$ cat src/rtl/pc_sequencer_if.sv
// Handshake bundle between the branch/hazard logic and the next-PC sequencer.
// The master side owns the PC and the branch requests; the slave side owns next_pc and the qualifiers.
interface pc_sequencer_if;
    logic [63:0] pc;
    logic [63:0] branch_pc;
    logic [63:0] br_offset;
    logic [63:0] reg_target;
    logic        uncond_br;
    logic        cond_br;
    logic        cond_flag;
    logic        br_reg;
    logic        stall_req;
    logic        halt;
    logic [63:0] next_pc;
    logic        flush;
    logic        fetch_valid;
    logic        halted;

    modport master (
        output pc, branch_pc, br_offset, reg_target,
        output uncond_br, cond_br, cond_flag, br_reg,
        output stall_req, halt,
        input  next_pc, flush, fetch_valid, halted
    );

    modport slave (
        input  pc, branch_pc, br_offset, reg_target,
        input  uncond_br, cond_br, cond_flag, br_reg,
        input  stall_req, halt,
        output next_pc, flush, fetch_valid, halted
    );
endinterface

$ cat src/rtl/pc_sequencer.sv
// Next-PC controller: picks reset vector, pc+4, branch target or hold each cycle
// and sequences boot, stall, post-branch flush and halt.
module pc_sequencer #(
    parameter logic [63:0] RESET_VECTOR = 64'd0,
    parameter int unsigned FLUSH_CYCLES = 2
) (
    input logic          clk,
    input logic          reset,
    pc_sequencer_if.slave bus
);

    localparam logic [1:0] S_BOOT  = 2'd0;
    localparam logic [1:0] S_RUN   = 2'd1;
    localparam logic [1:0] S_FLUSH = 2'd2;
    localparam logic [1:0] S_HALT  = 2'd3;

    localparam logic [3:0] FLUSH_INIT = FLUSH_CYCLES[3:0];

    logic [1:0]  state_q, state_d;
    logic [3:0]  fcnt_q, fcnt_d;
    logic        taken;
    logic [63:0] target;
    logic [63:0] pc_inc;

    assign taken  = bus.uncond_br | (bus.cond_br & bus.cond_flag);
    assign target = bus.br_reg ? bus.reg_target
                               : bus.branch_pc + (bus.br_offset << 2);
    assign pc_inc = bus.pc + 64'd4;

    always_comb begin
        state_d         = state_q;
        fcnt_d          = fcnt_q;
        bus.next_pc     = RESET_VECTOR;
        bus.flush       = 1'b0;
        bus.fetch_valid = 1'b0;
        bus.halted      = 1'b0;
        case (state_q)
            S_BOOT: begin
                state_d = S_RUN;
            end
            S_RUN: begin
                bus.fetch_valid = ~bus.stall_req & ~bus.halt;
                if (bus.halt) begin
                    bus.next_pc = bus.pc;
                    state_d     = S_HALT;
                end else if (taken) begin
                    bus.next_pc = target;
                    if (FLUSH_CYCLES > 0) begin
                        state_d = S_FLUSH;
                        fcnt_d  = FLUSH_INIT;
                    end
                end else if (bus.stall_req) begin
                    bus.next_pc = bus.pc;
                end else begin
                    bus.next_pc = pc_inc;
                end
            end
            S_FLUSH: begin
                // Branches and halts here come from squashed instructions.
                bus.flush   = 1'b1;
                bus.next_pc = bus.stall_req ? bus.pc : pc_inc;
                if (!bus.stall_req) begin
                    fcnt_d = fcnt_q - 4'd1;
                    if (fcnt_q <= 4'd1) begin
                        state_d = S_RUN;
                        fcnt_d  = 4'd0;
                    end
                end
            end
            default: begin
                bus.next_pc = bus.pc;
                bus.halted  = 1'b1;
            end
        endcase
    end

    always_ff @(posedge clk or negedge reset) begin
        if (!reset) begin
            state_q <= S_BOOT;
            fcnt_q  <= 4'd0;
        end else begin
            state_q <= state_d;
            fcnt_q  <= fcnt_d;
        end
    end

endmodule

$ cat src/flat_wrapper.sv
// flat-port wrapper written by rule: the top's interface ports become plain ports
module pc_sequencer_flat 
#(
    parameter logic [63:0] RESET_VECTOR = 64'd0,
    parameter int unsigned FLUSH_CYCLES = 2
)
  (clk, reset, bus_pc, bus_branch_pc, bus_br_offset, bus_reg_target, bus_uncond_br, bus_cond_br, bus_cond_flag, bus_br_reg, bus_stall_req, bus_halt, bus_next_pc, bus_flush, bus_fetch_valid, bus_halted);
  pc_sequencer_if bus_i ();
  input logic clk;
  input logic reset;
  input wire logic [$bits(bus_i.pc)-1:0] bus_pc;
  input wire logic [$bits(bus_i.branch_pc)-1:0] bus_branch_pc;
  input wire logic [$bits(bus_i.br_offset)-1:0] bus_br_offset;
  input wire logic [$bits(bus_i.reg_target)-1:0] bus_reg_target;
  input wire logic [$bits(bus_i.uncond_br)-1:0] bus_uncond_br;
  input wire logic [$bits(bus_i.cond_br)-1:0] bus_cond_br;
  input wire logic [$bits(bus_i.cond_flag)-1:0] bus_cond_flag;
  input wire logic [$bits(bus_i.br_reg)-1:0] bus_br_reg;
  input wire logic [$bits(bus_i.stall_req)-1:0] bus_stall_req;
  input wire logic [$bits(bus_i.halt)-1:0] bus_halt;
  output wire logic [$bits(bus_i.next_pc)-1:0] bus_next_pc;
  output wire logic [$bits(bus_i.flush)-1:0] bus_flush;
  output wire logic [$bits(bus_i.fetch_valid)-1:0] bus_fetch_valid;
  output wire logic [$bits(bus_i.halted)-1:0] bus_halted;
  assign bus_i.pc = bus_pc;
  assign bus_i.branch_pc = bus_branch_pc;
  assign bus_i.br_offset = bus_br_offset;
  assign bus_i.reg_target = bus_reg_target;
  assign bus_i.uncond_br = bus_uncond_br;
  assign bus_i.cond_br = bus_cond_br;
  assign bus_i.cond_flag = bus_cond_flag;
  assign bus_i.br_reg = bus_br_reg;
  assign bus_i.stall_req = bus_stall_req;
  assign bus_i.halt = bus_halt;
  assign bus_next_pc = bus_i.next_pc;
  assign bus_flush = bus_i.flush;
  assign bus_fetch_valid = bus_i.fetch_valid;
  assign bus_halted = bus_i.halted;
  pc_sequencer #(.RESET_VECTOR(RESET_VECTOR), .FLUSH_CYCLES(FLUSH_CYCLES)) u_core (.clk(clk), .reset(reset), .bus(bus_i));
endmodule
$ cat config.mk
export PLATFORM = sky130hd
export DESIGN_NAME = pc_sequencer_flat
export DESIGN_NICKNAME = d
export VERILOG_FILES = /design/src/rtl/pc_sequencer_if.sv /design/src/rtl/pc_sequencer.sv /design/src/flat_wrapper.sv
export SDC_FILE = /design/constraint.sdc
export NUM_CORES = 1
export LEC_CHECK = 0
export CAP_MARGIN = 20
export CORE_AREA = 2 2 130 132
export CTS_CLUSTER_SIZE = 28
export DETAILED_ROUTE_END_ITERATION = 12
export DIE_AREA = 0 0 132 134
export PLACE_DENSITY_LB_ADDON = 0.2
export SLEW_MARGIN = 15
export SYNTH_ARGS = -nofsm -noshare
export SYNTH_HDL_FRONTEND = slang
export SYNTH_SLANG_ARGS = --single-unit
$ cat constraint.sdc
create_clock -name clk -period 4.7 [get_ports clk]
set_input_delay 0.705 -clock clk [delete_from_list [all_inputs] [get_ports clk]]
set_output_delay 0.705 -clock clk [all_outputs]
set_load 0.01 [all_outputs]
==> PnR_summary.wiki, run 1 <==
{| class="wikitable"
! Metric !! Value
|-
| Post-layout min period || 4.63 ns
|-
| Routed wire per std cell || 18.7 um
|-
| Post-Synth Simple-Gate Area || 30.1%
|-
| Max-slew violation count || 0
|-
| Share of final-layout standard cells stronger than drive strength 1 || 16.4%
|-
| Static Leak || 0.00511 uW
|-
| Die Area || 17700 um2
|-
| Final worst clock skew || 0.00248 ns
|-
| Number of I/O pins || 331
|-
| Width of the die || 132 um
|-
| Most common cell after layout, fill and taps aside || sky130_fd_sc_hd__clkdlybuf4s50_1
|-
| Max_slew headroom || 56.4%
|-
| Number of synthesized flops with an enable pin || 0
|-
| Final hold vios || 0
|-
| Remaining antenna violation count || 0
|-
| Wire length of the first global-routing pass || 51500 um
|-
| Core Rows || 47
|-
| Residual DRC count || 0
|-
| Main area contributors after synthesis || sky130_fd_sc_hd__ha_1 (11%), sky130_fd_sc_hd__a21oi_1 (9.9%), sky130_fd_sc_hd__o21ai_0 (9.5%)
|-
| Synthesized-area fraction occupied by ao, oa, aoi and oai cells || 41.3%
|-
| Vias per cell || 6.01
|-
| Pre-Repair DR Iteration Count || 6
|-
| Mean instance size in the synthesized netlist || 6.17 um2
|-
| Pin count of the biggest net entering global routing || 44
|-
| Cell at the root of the clock tree || sky130_fd_sc_hd__clkbuf_16
|-
| Critical Path RT || 3.99 ns
|-
| Cells along the critical path || clkdlybuf4s50_1 > ha_1 > nand2_1 > buf_4 > o21ai_0 > a21oi_1 > o211a_1 > o21ai_0 > a21oi_4 > o31ai_4 > buf_4 > buf_4 > a22oi_2 > or4_1 > nand3_2 > buf_6
|-
| Element type at the critical path end || output port
|-
| Arrival @ worst endpoint || 3.93 ns
|-
| Transition time of the tightest slew-check pin || 0.654 ns
|-
| Register clock-pin slew on the reported worst setup and hold paths || 0.04 ns
|-
| Critical path buffer and inverter count || 5
|-
| Total Routed Length || 33600 um
|-
| Core ar. || 16300 um2
|-
| Vias in the first global route || 10000
|-
| Number of warnings printed during yosys synthesis || 0
|-
| RSZ-0062 raised after global routing || yes
|-
| Number of buffers on the longest clock path || 2
|-
| TritonCTS Sinks || 6
|-
| Worst voltage drop across the vdd grid || 0.192 mV
|-
| Final Util || 73.8%
|-
| Count of maximum capacitance violations || 0
|-
| Fraction of synthesis flops using an asynchronous set or reset pin || 100%
|-
| Maximum level of the CTS H-tree || 1
|-
| Post-synth design cell area || 7100 um2
|-
| Layout area overhead || 69.3%
|-
| Vertical die dimension || 134 um
|-
| Worst skew pair latency || 0.23 ns
|-
| Post-synthesis cell type with the largest combined area || sky130_fd_sc_hd__ha_1
|-
| Most frequent cells in the layout || sky130_fd_sc_hd__clkdlybuf4s50_1 (285), sky130_fd_sc_hd__buf_4 (160), sky130_fd_sc_hd__nand2_1 (140)
|-
| Adder-cell share of the synthesized area || 11.6%
|-
| Net count after synthesis || 1480
|-
| Cell type with the highest occurrence count on the critical path || sky130_fd_sc_hd__buf_4
|-
| TritonCTS clock tree || done
|-
| CP top delay family || compound AO/OA/AOI/OAI gates
|-
| Hold Path Class || flop to flop
|-
| Share of the synthesized area in the top cell type || 11.3%
|-
| Total power density per cell area || 197 nW/um2
|-
| Combinational family with the most area after synthesis || compound AO/OA/AOI/OAI gates
|-
| Post-synthesis mux area share || 1.27%
|-
| Starting utilization of the core area || 43.6%
|-
| Post-Synth XOR/XNOR Area || 7.89%
|-
| Maximum clock frequency || 216 MHz
|-
| RD Place Congestion || 0.953
|-
| Post-synth top flop || sky130_fd_sc_hd__dfrtp_1
|-
| Largest stage delay, worst path || 0.50 ns
|-
| Antenna violations before repair || 3
|-
| Number of vias in the routed layout || 10800
|-
| Worst Setup Path Type || primary input to output port
|-
| Outcome || finished, final reports clean
|-
| Cts-stage hold buffer count || 0
|-
| GRT Total Usage || 35.2%
|-
| Critical Path Start Type || primary input
|-
| Count of unique library cells instantiated by Yosys || 85
|-
| Number of instances in the synthesized netlist || 1151
|-
| Count of port buffers added during placement || 328
|-
| Filler cell count in the final layout || 1391
|-
| Sequential fraction of the synthesis area || 2.11%
|-
| WHS || 0.560 ns
|-
| Final worst path period share || 98.6%
|-
| Register bit total from synthesis || 6
|-
| Biggest fanout along the worst timing path || 4
|-
| Starting DRT DRC Count || 1039
|-
| Master of the slowest instance on the critical path || sky130_fd_sc_hd__or4_1
|-
| Remaining global-route overflow || 0
|-
| Count of final setup violators || 0
|-
| Final HPWL from detailed placement || 27500 um
|-
| Final net count || 1903
|-
| Number of buffers created by CTS || 3
|}
## path summary, 6_finish.rpt
path / startpoint / endpoint / slack [ns] / depth (start not counted)
max in group asynchronous: reset / u_core.state_q[1] / 3.74 / 1
min reg2reg: u_core.fcnt_q[0] / u_core.fcnt_q[0] / 0.56 / 1
max reg2reg: u_core.state_q[1] / u_core.fcnt_q[3] / 2.29 / 9
max: bus_br_offset[31] / bus_next_pc[58] / 0.07 / 16
min: u_core.fcnt_q[0] / u_core.fcnt_q[0] / 0.56 / 1
min in group asynchronous: reset / u_core.fcnt_q[0] / 0.73 / 1
## area by class of cell
| class | count | area, um2 | share of cell area [%] |
|---|---|---|---|
| multi-input cells | 1040 | 6910 | 57.5 |
| diodes | 3 | 7.51 | 0.0624 |
| repair buffers | 488 | 4480 | 37.2 |
| clock buffers | 3 | 75.1 | 0.624 |
| flip-flops and latches | 6 | 150 | 1.25 |
| well taps | 220 | 275 | 2.29 |
| inverters | 35 | 131 | 1.09 |
## through the flow
| step | cells | power, uW | setup TNS (ns) | setup WS (ns) | area [um2] |
|---|---|---|---|---|---|
| 6_report | 1795 | 2370 | 0 | 0.0675 | 12000 |
| 5_1_grt | 1795 | 2530 | -0.0567 | -0.0305 | 12000 |
| 4_1_cts | 1789 | 2290 | -0.195 | -0.135 | 11700 |
| 3_5_place_dp | 1782 | 2150 | -6.38 | -0.520 | 11500 |
| 3_3_place_gp | 1782 | 2120 | -4.76 | -0.425 | 11500 |
| 2_1_floorplan | 1151 | 1140 | 0 | 0.958 | 7100 |
## power breakdown
group          switching, uW  total (uW)  internal, uW
Combinational           1130        2130          1000
Sequential              22.2        93.7          71.5
Clock                   31.2         141           109
Total                   1190        2370          1180
## layer usage
metal  GRT usage, %  vias up  wire (um)  share of wire (%)
met5              0        -          0                  0
met3           4.31       84       3080                9.2
li1               -     5167          -                  -
met4           10.3        0       1200                3.6
met1           46.0     4932      13800                 41
met2           60.9      601      15500                 46
## repair_timing
| item | CTS | global route |
|---|---|---|
| pin swaps | 8 | 24 |
| resized for setup | 58 | 75 |
| endpoints found under the setup margin | 37 | 33 |
| setup buffers | 4 | 4 |
## sequential cells by signal, indices dropped and copies added, names as in the netlist
signal          count
u_core.fcnt_q       4
u_core.state_q      2
## Yosys cell counts (3+ instances only)
master	count
sky130_fd_sc_hd__a211oi_1	8
sky130_fd_sc_hd__a21o_1	37
sky130_fd_sc_hd__a21oi_1	140
sky130_fd_sc_hd__a221o_1	4
sky130_fd_sc_hd__a221oi_1	11
sky130_fd_sc_hd__a222oi_1	3
sky130_fd_sc_hd__a22o_1	3
sky130_fd_sc_hd__a22oi_1	14
sky130_fd_sc_hd__a31oi_1	14
sky130_fd_sc_hd__a41oi_1	3
sky130_fd_sc_hd__and2_1	7
sky130_fd_sc_hd__and3_1	21
sky130_fd_sc_hd__and4_1	4
sky130_fd_sc_hd__buf_1	3
sky130_fd_sc_hd__buf_2	11
sky130_fd_sc_hd__clkbuf_1	55
sky130_fd_sc_hd__dfrtp_1	6
sky130_fd_sc_hd__ha_1	64
sky130_fd_sc_hd__inv_1	35
sky130_fd_sc_hd__mux2i_1	9
sky130_fd_sc_hd__nand2_1	140
sky130_fd_sc_hd__nand2b_1	11
sky130_fd_sc_hd__nand3_1	44
sky130_fd_sc_hd__nand4_1	31
sky130_fd_sc_hd__nor2_1	104
sky130_fd_sc_hd__nor2b_1	6
sky130_fd_sc_hd__nor3_1	31
sky130_fd_sc_hd__nor3b_1	3
sky130_fd_sc_hd__nor4_1	6
sky130_fd_sc_hd__o211ai_1	11
sky130_fd_sc_hd__o21a_1	5
sky130_fd_sc_hd__o21ai_0	135
sky130_fd_sc_hd__o21ai_1	6
sky130_fd_sc_hd__o21ai_2	5
sky130_fd_sc_hd__o21bai_1	13
sky130_fd_sc_hd__o221ai_1	10
sky130_fd_sc_hd__o22ai_1	7
sky130_fd_sc_hd__o31ai_1	5
sky130_fd_sc_hd__o41ai_1	3
sky130_fd_sc_hd__or3_1	6
sky130_fd_sc_hd__xnor2_1	29
sky130_fd_sc_hd__xor2_1	35
## cell families after synthesis
kind of cell | after synthesis
compound gates | 465
xor+xnor | 64
fa+ha+maj | 65
buf+inv | 105
flops | 6
mux | 9
simple gates | 437
Note: power is estimated with default switching activity, not from simulation.
==> run 2: changes to the inputs <==
--- a/config.mk
+++ b/config.mk
@@ -6,11 +6,15 @@
 export NUM_CORES = 1
 export LEC_CHECK = 0
 export CAP_MARGIN = 20
-export CORE_AREA = 2 2 130 132
+export CELL_PAD_IN_SITES_DETAIL_PLACEMENT = 0
+export CELL_PAD_IN_SITES_GLOBAL_PLACEMENT = 1
+export CORE_ASPECT_RATIO = 1.1
+export CORE_MARGIN = 2
+export CORE_UTILIZATION = 31
 export CTS_CLUSTER_SIZE = 28
 export DETAILED_ROUTE_END_ITERATION = 12
-export DIE_AREA = 0 0 132 134
 export PLACE_DENSITY_LB_ADDON = 0.2
+export SKIP_CTS_REPAIR_TIMING = 1
 export SLEW_MARGIN = 15
 export SYNTH_ARGS = -nofsm -noshare
 export SYNTH_HDL_FRONTEND = slang
==> run 2 against run 1 <==
Compared with the run above: the run now ends with setup timing left; via count fell by 2.7%; sequential cell count unchanged; first-iteration DRC count fell by 45%; register-to-register slack worse by 0.04 ns; combinational power increased by 4%; routed wire length grew 7.5%; non-clock buffer count up 35; largest cell class unchanged.
==> PnR_summary.wiki, run 2 (same netlist as run 1, synthesis figures left out) <==
{| class="wikitable"
! Metric !! Value
|-
| Outcome || finished, violations left
|-
| Violated checks || setup timing
|-
| Remaining global-route overflow || 0 (unchanged)
|-
| Layout area overhead || 74.8%
|-
| Final Util || 54.7% (-19 points)
|-
| Filler cell count in the final layout || 2297 (+65%)
|-
| Final worst clock skew || 0.000325 ns (-0.00215 ns)
|-
| Critical path launch point || bus_br_offset[3]
|-
| Max FFs per register || 4 (unchanged)
|-
| Number of vias in the routed layout || 10500 (-2.7%)
|-
| GRT Total Usage || 27.9% (-7.4 points)
|-
| Depth of the most critical reg-to-reg path || 9 (unchanged)
|-
| Count of maximum capacitance violations || 0 (unchanged)
|-
| Worst Setup Slack, final || -0.0352 ns (-0.103 ns)
|-
| Final HPWL from detailed placement || 30600 um (+11%)
|-
| Starting DRT DRC Count || 569 (-45%)
|-
| Antenna violations before repair || 2 (-1)
|-
| Slack of the worst reg-to-reg path || 2.25 ns (-0.04 ns)
|-
| Share of final-layout standard cells stronger than drive strength 1 || 17.6% (+1.2 points)
|-
| Worst voltage drop across the vdd grid || 0.187 mV (-2.2%)
|-
| Placed cell count || 1896 (+6.4%)
|-
| Biggest fanout along the worst timing path || 5 (+1)
|-
| Final worst path period share || 101% (+2.2 points)
|-
| Capturing instance or port of the critical path || bus_next_pc[60]
|-
| Register name with the most flops || u_core.fcnt_q
|-
| Master of the slowest instance on the critical path || sky130_fd_sc_hd__clkdlybuf4s50_1
|-
| Wire length of the first global-routing pass || 54000 um (+5.0%)
|-
| Count of port buffers added during placement || 328 (unchanged)
|-
| Maximum clock frequency || 211 MHz (-2.2%)
|-
| Largest stage delay, worst path || 0.53 ns (+0.03 ns)
|-
| Grt peak-use layer || met2
|-
| Vias in the first global route || 10000 (+0.22%)
|-
| TritonCTS Sinks || 6 (unchanged)
|-
| Maximum level of the CTS H-tree || 1 (unchanged)
|-
| Hold Path Class || flop to flop
|-
| Final net count || 1938 (+1.8%)
|-
| Count of placed standard cells in the final layout, fillers left out || 1908 (+6.3%)
|-
| Worst skew pair latency || 0.23 ns (about the same)
|-
| Pre-Repair DR Iteration Count || 5 (-1)
|-
| Total Routed Length || 36100 um (+7.5%)
|-
| Max-slew violation count || 0 (unchanged)
|-
| Remaining antenna violation count || 0 (unchanged)
|-
| Die Area || 24100 um2 (+36%)
|-
| Static Leak || 0.00545 uW (+6.6%)
|-
| GR Layer Usage met2 || 49.7% (-11 points)
|-
| Most common cell after layout, fill and taps aside || sky130_fd_sc_hd__clkdlybuf4s50_1
|-
| Critical Path Start Type || primary input
|-
| Post-layout min period || 4.74 ns (+0.103 ns)
|-
| Critical Path RT || 3.99 ns (about the same)
|-
| Worst Setup Path Type || primary input to output port
|-
| Starting utilization of the core area || 31.3% (-12 points)
|-
| WHS || 0.537 ns (-0.0236 ns)
|-
| Element type at the critical path end || output port
|-
| Total power consumption of the routed design || 2430 uW (+2.7%)
|-
| Cell at the root of the clock tree || sky130_fd_sc_hd__clkbuf_16
|-
| RSZ-0062 raised after global routing || yes
|-
| Max_slew headroom || 60.9% (+4.4 points)
|-
| Total power density per cell area || 196 nW/um2 (-0.55%)
|-
| Cells along the critical path || clkdlybuf4s50_1 > ha_1 > o211ai_1 > a21oi_2 > buf_4 > o21ai_1 > a21oi_2 > o41ai_4 > nand2_2 > a31o_2 > o211ai_1 > xnor2_1 > o21ba_1 > clkdlybuf4s50_1
|-
| Width of the die || 148 um (+12%)
|-
| Most frequent cells in the layout || sky130_fd_sc_hd__clkdlybuf4s50_1 (284), sky130_fd_sc_hd__buf_4 (192), sky130_fd_sc_hd__nand2_1 (139)
|-
| Count of final setup violators || 1 (+1)
|-
| Number of buffers created by CTS || 3 (unchanged)
|-
| Vertical die dimension || 163 um (+21%)
|-
| Pin count of the biggest net entering global routing || 36 (-18%)
|-
| Global Route met1 Usage || 36.4% (-9.7 points)
|-
| Arrival @ worst endpoint || 4.03 ns (+0.10 ns)
|-
| Core ar. || 22700 um2 (+39%)
|-
| Launch instance of the worst register-to-register path || u_core.state_q[1]
|-
| Met3 routing resource usage after global routing || 2.07% (-2.2 points)
|-
| Core Rows || 58 (+23%)
|-
| Routed wire per std cell || 18.9 um (+1.1%)
|-
| Residual DRC count || 0 (unchanged)
|-
| Transition time of the tightest slew-check pin || 0.585 ns (-0.0688 ns)
|-
| TritonCTS clock tree || done
|-
| Register clock-pin slew on the reported worst setup and hold paths || 0.03 ns (about the same)
|-
| Final hold vios || 0 (unchanged)
|-
| Number of I/O pins || 331 (unchanged)
|-
| Biggest registers after layout || u_core.fcnt_q (4), u_core.state_q (2)
|-
| Number of buffers on the longest clock path || 2 (unchanged)
|-
| Vias per cell || 5.50 (-8.4%)
|-
| RD Place Congestion || 0.929 (-2.5%)
|-
| End of the worst register-to-register path || u_core.fcnt_q[3]
|}
==> run 2: changes by cell type in the layout (fill, tap and decap cells not counted), moves of 3 or more <==
cell,previous run,this run
sky130_fd_sc_hd__dlygate4sd2_1,21,0
sky130_fd_sc_hd__o21ai_1,13,16
sky130_fd_sc_hd__buf_4,160,192
sky130_fd_sc_hd__ha_1,60,63
sky130_fd_sc_hd__dlymetal6s2s_1,15,36
sky130_fd_sc_hd__ha_4,3,0
sky130_fd_sc_hd__clkbuf_2,1,5
sky130_fd_sc_hd__o21ai_2,10,5
==> run 2: worst max-delay path: cells and delay by family <==
kind | cells | cell delay (ns)
xor gates and xnor gates | 1 | 0.17
buffers and inverters | 3 | 1.08
adders and majority gates | 1 | 0.31
and+or+nand+nor | 1 | 0.14
AOI/OAI and AO/OA | 8 | 1.63
==> run 2: layer usage <==
metal  up-vias  part of all wire (%)  routed length, um
li1       5230                     -                  -
met1      4860                    44              15700
met2       367                    49              17600
met3        38                   5.2               1880
met4         2                   2.3                845
met5         -                 0.036                 13
==> run 2: cell type report <==
type / instances / area (um2) / area share, %
clock buffers: 3 / 75.1 / 0.605
well taps: 300 / 375 / 3.02
repair buffers: 523 / 4830 / 38.9
multi-input cells: 1040 / 6860 / 55.2
flip-flops and latches: 6 / 150 / 1.21
diodes: 1 / 2.50 / 0.0202
inverters: 35 / 131 / 1.06
==> run 2: how the worst min path moves through the flow <==
stage	startpoint	to	slack, ns	cells after the start
final	u_core.fcnt_q[0]	u_core.fcnt_q[0]	0.54	1
after global routing	u_core.fcnt_q[0]	u_core.fcnt_q[0]	0.58	1
after CTS	u_core.fcnt_q[3]	u_core.fcnt_q[3]	0.54	2
after detailed placement	u_core.fcnt_q[3]	u_core.fcnt_q[3]	0.53	2
after global placement	u_core.fcnt_q[3]	u_core.fcnt_q[3]	0.52	2
after floorplan	reset	u_core.fcnt_q[0]	0.41	0
==> run 2: through the flow <==
stage / area (um2) / setup TNS [ns] / worst slack (ns)
finish: 12400 / -0.0352 / -0.0352
floorplan: 7100 / 0 / 0.958
detailed placement: 11900 / -10.92 / -0.547
CTS: 12000 / -11.65 / -0.564
global route: 12400 / -0.297 / -0.225
global placement: 11900 / -10.45 / -0.475
==> run 2: power breakdown <==
part / leakage [uW] / internal (uW) / switching (uW)
Sequential: 0.0000666 / 71.5 / 16.0
Combinational: 0.00534 / 1060 / 1150
Clock: 0.0000370 / 109 / 27.7
==> run 3: changes to the inputs <==
--- a/config.mk
+++ b/config.mk
@@ -9,7 +9,7 @@
 export CELL_PAD_IN_SITES_DETAIL_PLACEMENT = 0
 export CELL_PAD_IN_SITES_GLOBAL_PLACEMENT = 1
 export CORE_ASPECT_RATIO = 1.1
-export CORE_MARGIN = 2
+export CORE_MARGIN = 4
 export CORE_UTILIZATION = 31
 export CTS_CLUSTER_SIZE = 28
 export DETAILED_ROUTE_END_ITERATION = 12
==> run 3 against run 2 <==
Compared with the run above: the run now ends clean; clock power about the same; sequential cell count unchanged; final area increased by 0.70%; die area increased by 5.2%; critical endpoint is now bus_next_pc[62]; total power increased by 1.0%; largest cell class unchanged; critical path depth increased by 4; sequential share of layout area about the same; worst setup slack improved by 0.087 ns.
==> PnR_summary.wiki, run 3 (same netlist as run 1, synthesis figures left out) <==
{| class="wikitable"
! Metric !! Value
|-
| Count of port buffers added during placement || 328 (unchanged)
|-
| Wire length of the first global-routing pass || 55400 um (+2.6%)
|-
| Total Routed Length || 37100 um (+2.7%)
|-
| Max FFs per register || 4 (unchanged)
|-
| Final Util || 56.0% (+1.4 points)
|-
| Critical Path RT || 3.99 ns (about the same)
|-
| Pin count of the biggest net entering global routing || 63 (+75%)
|-
| Number of buffers on the longest clock path || 2 (unchanged)
|-
| Vias per cell || 5.59 (+1.6%)
|-
| Starting DRT DRC Count || 739 (+30%)
|-
| Total power density per cell area || 197 nW/um2 (+0.33%)
|-
| Master of the slowest instance on the critical path || sky130_fd_sc_hd__clkdlybuf4s50_1
|-
| TritonCTS clock tree || done
|-
| Register name with the most flops || u_core.fcnt_q
|-
| RD Place Congestion || 0.902 (-2.9%)
|-
| Final worst path period share || 98.9% (-1.8 points)
|-
| Vias in the first global route || 10200 (+2.1%)
|-
| Biggest registers after layout || u_core.fcnt_q (4), u_core.state_q (2)
|-
| Layout area overhead || 76.1%
|-
| Critical Path Start Type || primary input
|-
| Static Leak || 0.00546 uW (+0.21%)
|-
| Placed cell count || 1876 (-1.1%)
|-
| Number of vias in the routed layout || 10600 (+1.0%)
|-
| Share of final-layout standard cells stronger than drive strength 1 || 18.5% (+0.90 points)
|-
| Arrival @ worst endpoint || 3.94 ns (-0.09 ns)
|-
| Maximum clock frequency || 215 MHz (+1.9%)
|-
| Largest stage delay, worst path || 0.40 ns (-0.13 ns)
|-
| Vertical die dimension || 167 um (+2.5%)
|-
| Cell at the root of the clock tree || sky130_fd_sc_hd__clkbuf_16
|-
| Worst Setup Path Type || primary input to output port
|-
| Remaining global-route overflow || 0 (unchanged)
|-
| Final net count || 1930 (-0.41%)
|-
| Max-slew violation count || 0 (unchanged)
|-
| Count of maximum capacitance violations || 0 (unchanged)
|-
| Width of the die || 152 um (+2.7%)
|-
| Total power consumption of the routed design || 2460 uW (+1.0%)
|-
| Pre-Repair DR Iteration Count || 5 (unchanged)
|-
| Most common cell after layout, fill and taps aside || sky130_fd_sc_hd__clkdlybuf4s50_1
|-
| Number of I/O pins || 331 (unchanged)
|-
| Routed wire per std cell || 19.5 um (+3.3%)
|-
| Register clock-pin slew on the reported worst setup and hold paths || 0.04 ns (about the same)
|-
| Die Area || 25400 um2 (+5.2%)
|-
| Number of buffers created by CTS || 3 (unchanged)
|-
| TritonCTS Sinks || 6 (unchanged)
|-
| Transition time of the tightest slew-check pin || 0.865 ns (+0.280 ns)
|-
| Worst voltage drop across the vdd grid || 0.143 mV (-24%)
|-
| Post-layout min period || 4.65 ns (-0.0866 ns)
|-
| Worst skew pair latency || 0.23 ns (about the same)
|-
| Core ar. || 22300 um2 (-1.7%)
|-
| Residual DRC count || 0 (unchanged)
|-
| Filler cell count in the final layout || 2252 (-2.0%)
|-
| Final worst clock skew || 0.00300 ns (+0.00268 ns)
|-
| Count of placed standard cells in the final layout, fillers left out || 1897 (-0.58%)
|-
| GRT Total Usage || 26.5% (-1.4 points)
|-
| Cells along the critical path || clkdlybuf4s50_1 > ha_1 > a21oi_2 > buf_4 > nand2_1 > o211ai_1 > nand3b_1 > buf_4 > and2_4 > a21oi_4 > buf_6 > o31ai_4 > buf_6 > buf_4 > a31oi_4 > nor3b_2 > a211oi_2 > buf_2
|-
| Element type at the critical path end || output port
|-
| Maximum level of the CTS H-tree || 1 (unchanged)
|-
| Outcome || finished, final reports clean
|-
| Starting utilization of the core area || 31.8% (+0.55 points)
|-
| Biggest fanout along the worst timing path || 3 (-2)
|-
| Final hold vios || 0 (unchanged)
|-
| Cell type with the highest occurrence count on the critical path || sky130_fd_sc_hd__buf_4
|-
| Antenna violations before repair || 3 (+1)
|-
| Setup tns final || 0 ns (+0.0352 ns)
|-
| Count of final setup violators || 0 (-1)
|-
| Hold Path Class || flop to flop
|-
| Remaining antenna violation count || 0 (unchanged)
|-
| Core Rows || 57 (-1.7%)
|-
| Most frequent cells in the layout || sky130_fd_sc_hd__clkdlybuf4s50_1 (282), sky130_fd_sc_hd__buf_4 (183), sky130_fd_sc_hd__nand2_1 (140)
|-
| Max_slew headroom || 42.4% (-18 points)
|-
| Final HPWL from detailed placement || 31200 um (+2.1%)
|-
| RSZ-0062 raised after global routing || yes
|}
==> run 3: cell count changes in the layout (fill, tap and decap cells not counted), moves of 4 or more <==
| cell | change |
|---|---|
| sky130_fd_sc_hd__ha_4 | +6 |
| sky130_fd_sc_hd__dlymetal6s2s_1 | +5 |
| sky130_fd_sc_hd__clkbuf_2 | -5 |
| sky130_fd_sc_hd__a21oi_2 | +7 |
| sky130_fd_sc_hd__a31oi_2 | +4 |
| sky130_fd_sc_hd__ha_1 | -6 |
| sky130_fd_sc_hd__a21oi_1 | -8 |
| sky130_fd_sc_hd__buf_4 | -9 |
==> run 3: worst paths after layout <==
kind / endpoint / slack (ns) / cells past startpoint / startpoint
setup reg to reg: u_core.fcnt_q[3] / 2.30 / 8 / u_core.state_q[1]
hold / removal: u_core.fcnt_q[0] / 0.54 / 1 / u_core.fcnt_q[0]
max in group asynchronous: u_core.fcnt_q[1] / 3.76 / 1 / reset
hold reg to reg: u_core.fcnt_q[0] / 0.54 / 1 / u_core.fcnt_q[0]
setup / recovery: bus_next_pc[62] / 0.05 / 18 / bus_br_offset[5]
min in group asynchronous: u_core.fcnt_q[3] / 0.72 / 1 / reset
==> run 3: area by class of cell <==
| type | instances | area, um2 | share of cell area, % |
|---|---|---|---|
| inverters | 35 | 131 | 1.05 |
| repair buffers | 515 | 4790 | 38.3 |
| clock buffers | 3 | 75.1 | 0.600 |
| diodes | 3 | 7.51 | 0.0600 |
| flip-flops and latches | 6 | 150 | 1.20 |
| well taps | 295 | 369 | 2.95 |
| multi-input cells | 1040 | 6980 | 55.8 |
==> run 3: through the flow <==
step | hold WS (ns) | setup slack (ns) | cell area, um2
floorplan | 0.409 | 0.958 | 7100
global placement | 0.521 | -0.475 | 11800
detailed placement | 0.533 | -0.484 | 11800
CTS | 0.543 | -0.497 | 11900
global route | 0.556 | -0.0998 | 12500
finish | 0.545 | 0.0514 | 12500
==> run 3: routing by layer <==
metal	GRT usage (%)	part of all wire [%]
met2	46.4	48
met3	2.80	5.9
met4	6.80	3.1
met5	0	0
met1	34.8	43
==> run 3: critical path: cells and delay by family <==
family,cells,cell delay [ns]
fa+ha+maj,1,0.36
compound gates,6,1.14
simple gates,4,0.47
buf+inv,7,1.27
==> run 3: report_power, final <==
part           total, uW  switching (uW)  internal [uW]
clock                139            29.2            109
sequential          90.3            18.8           71.5
combinational       2230            1160           1070
total               2460            1210           1250
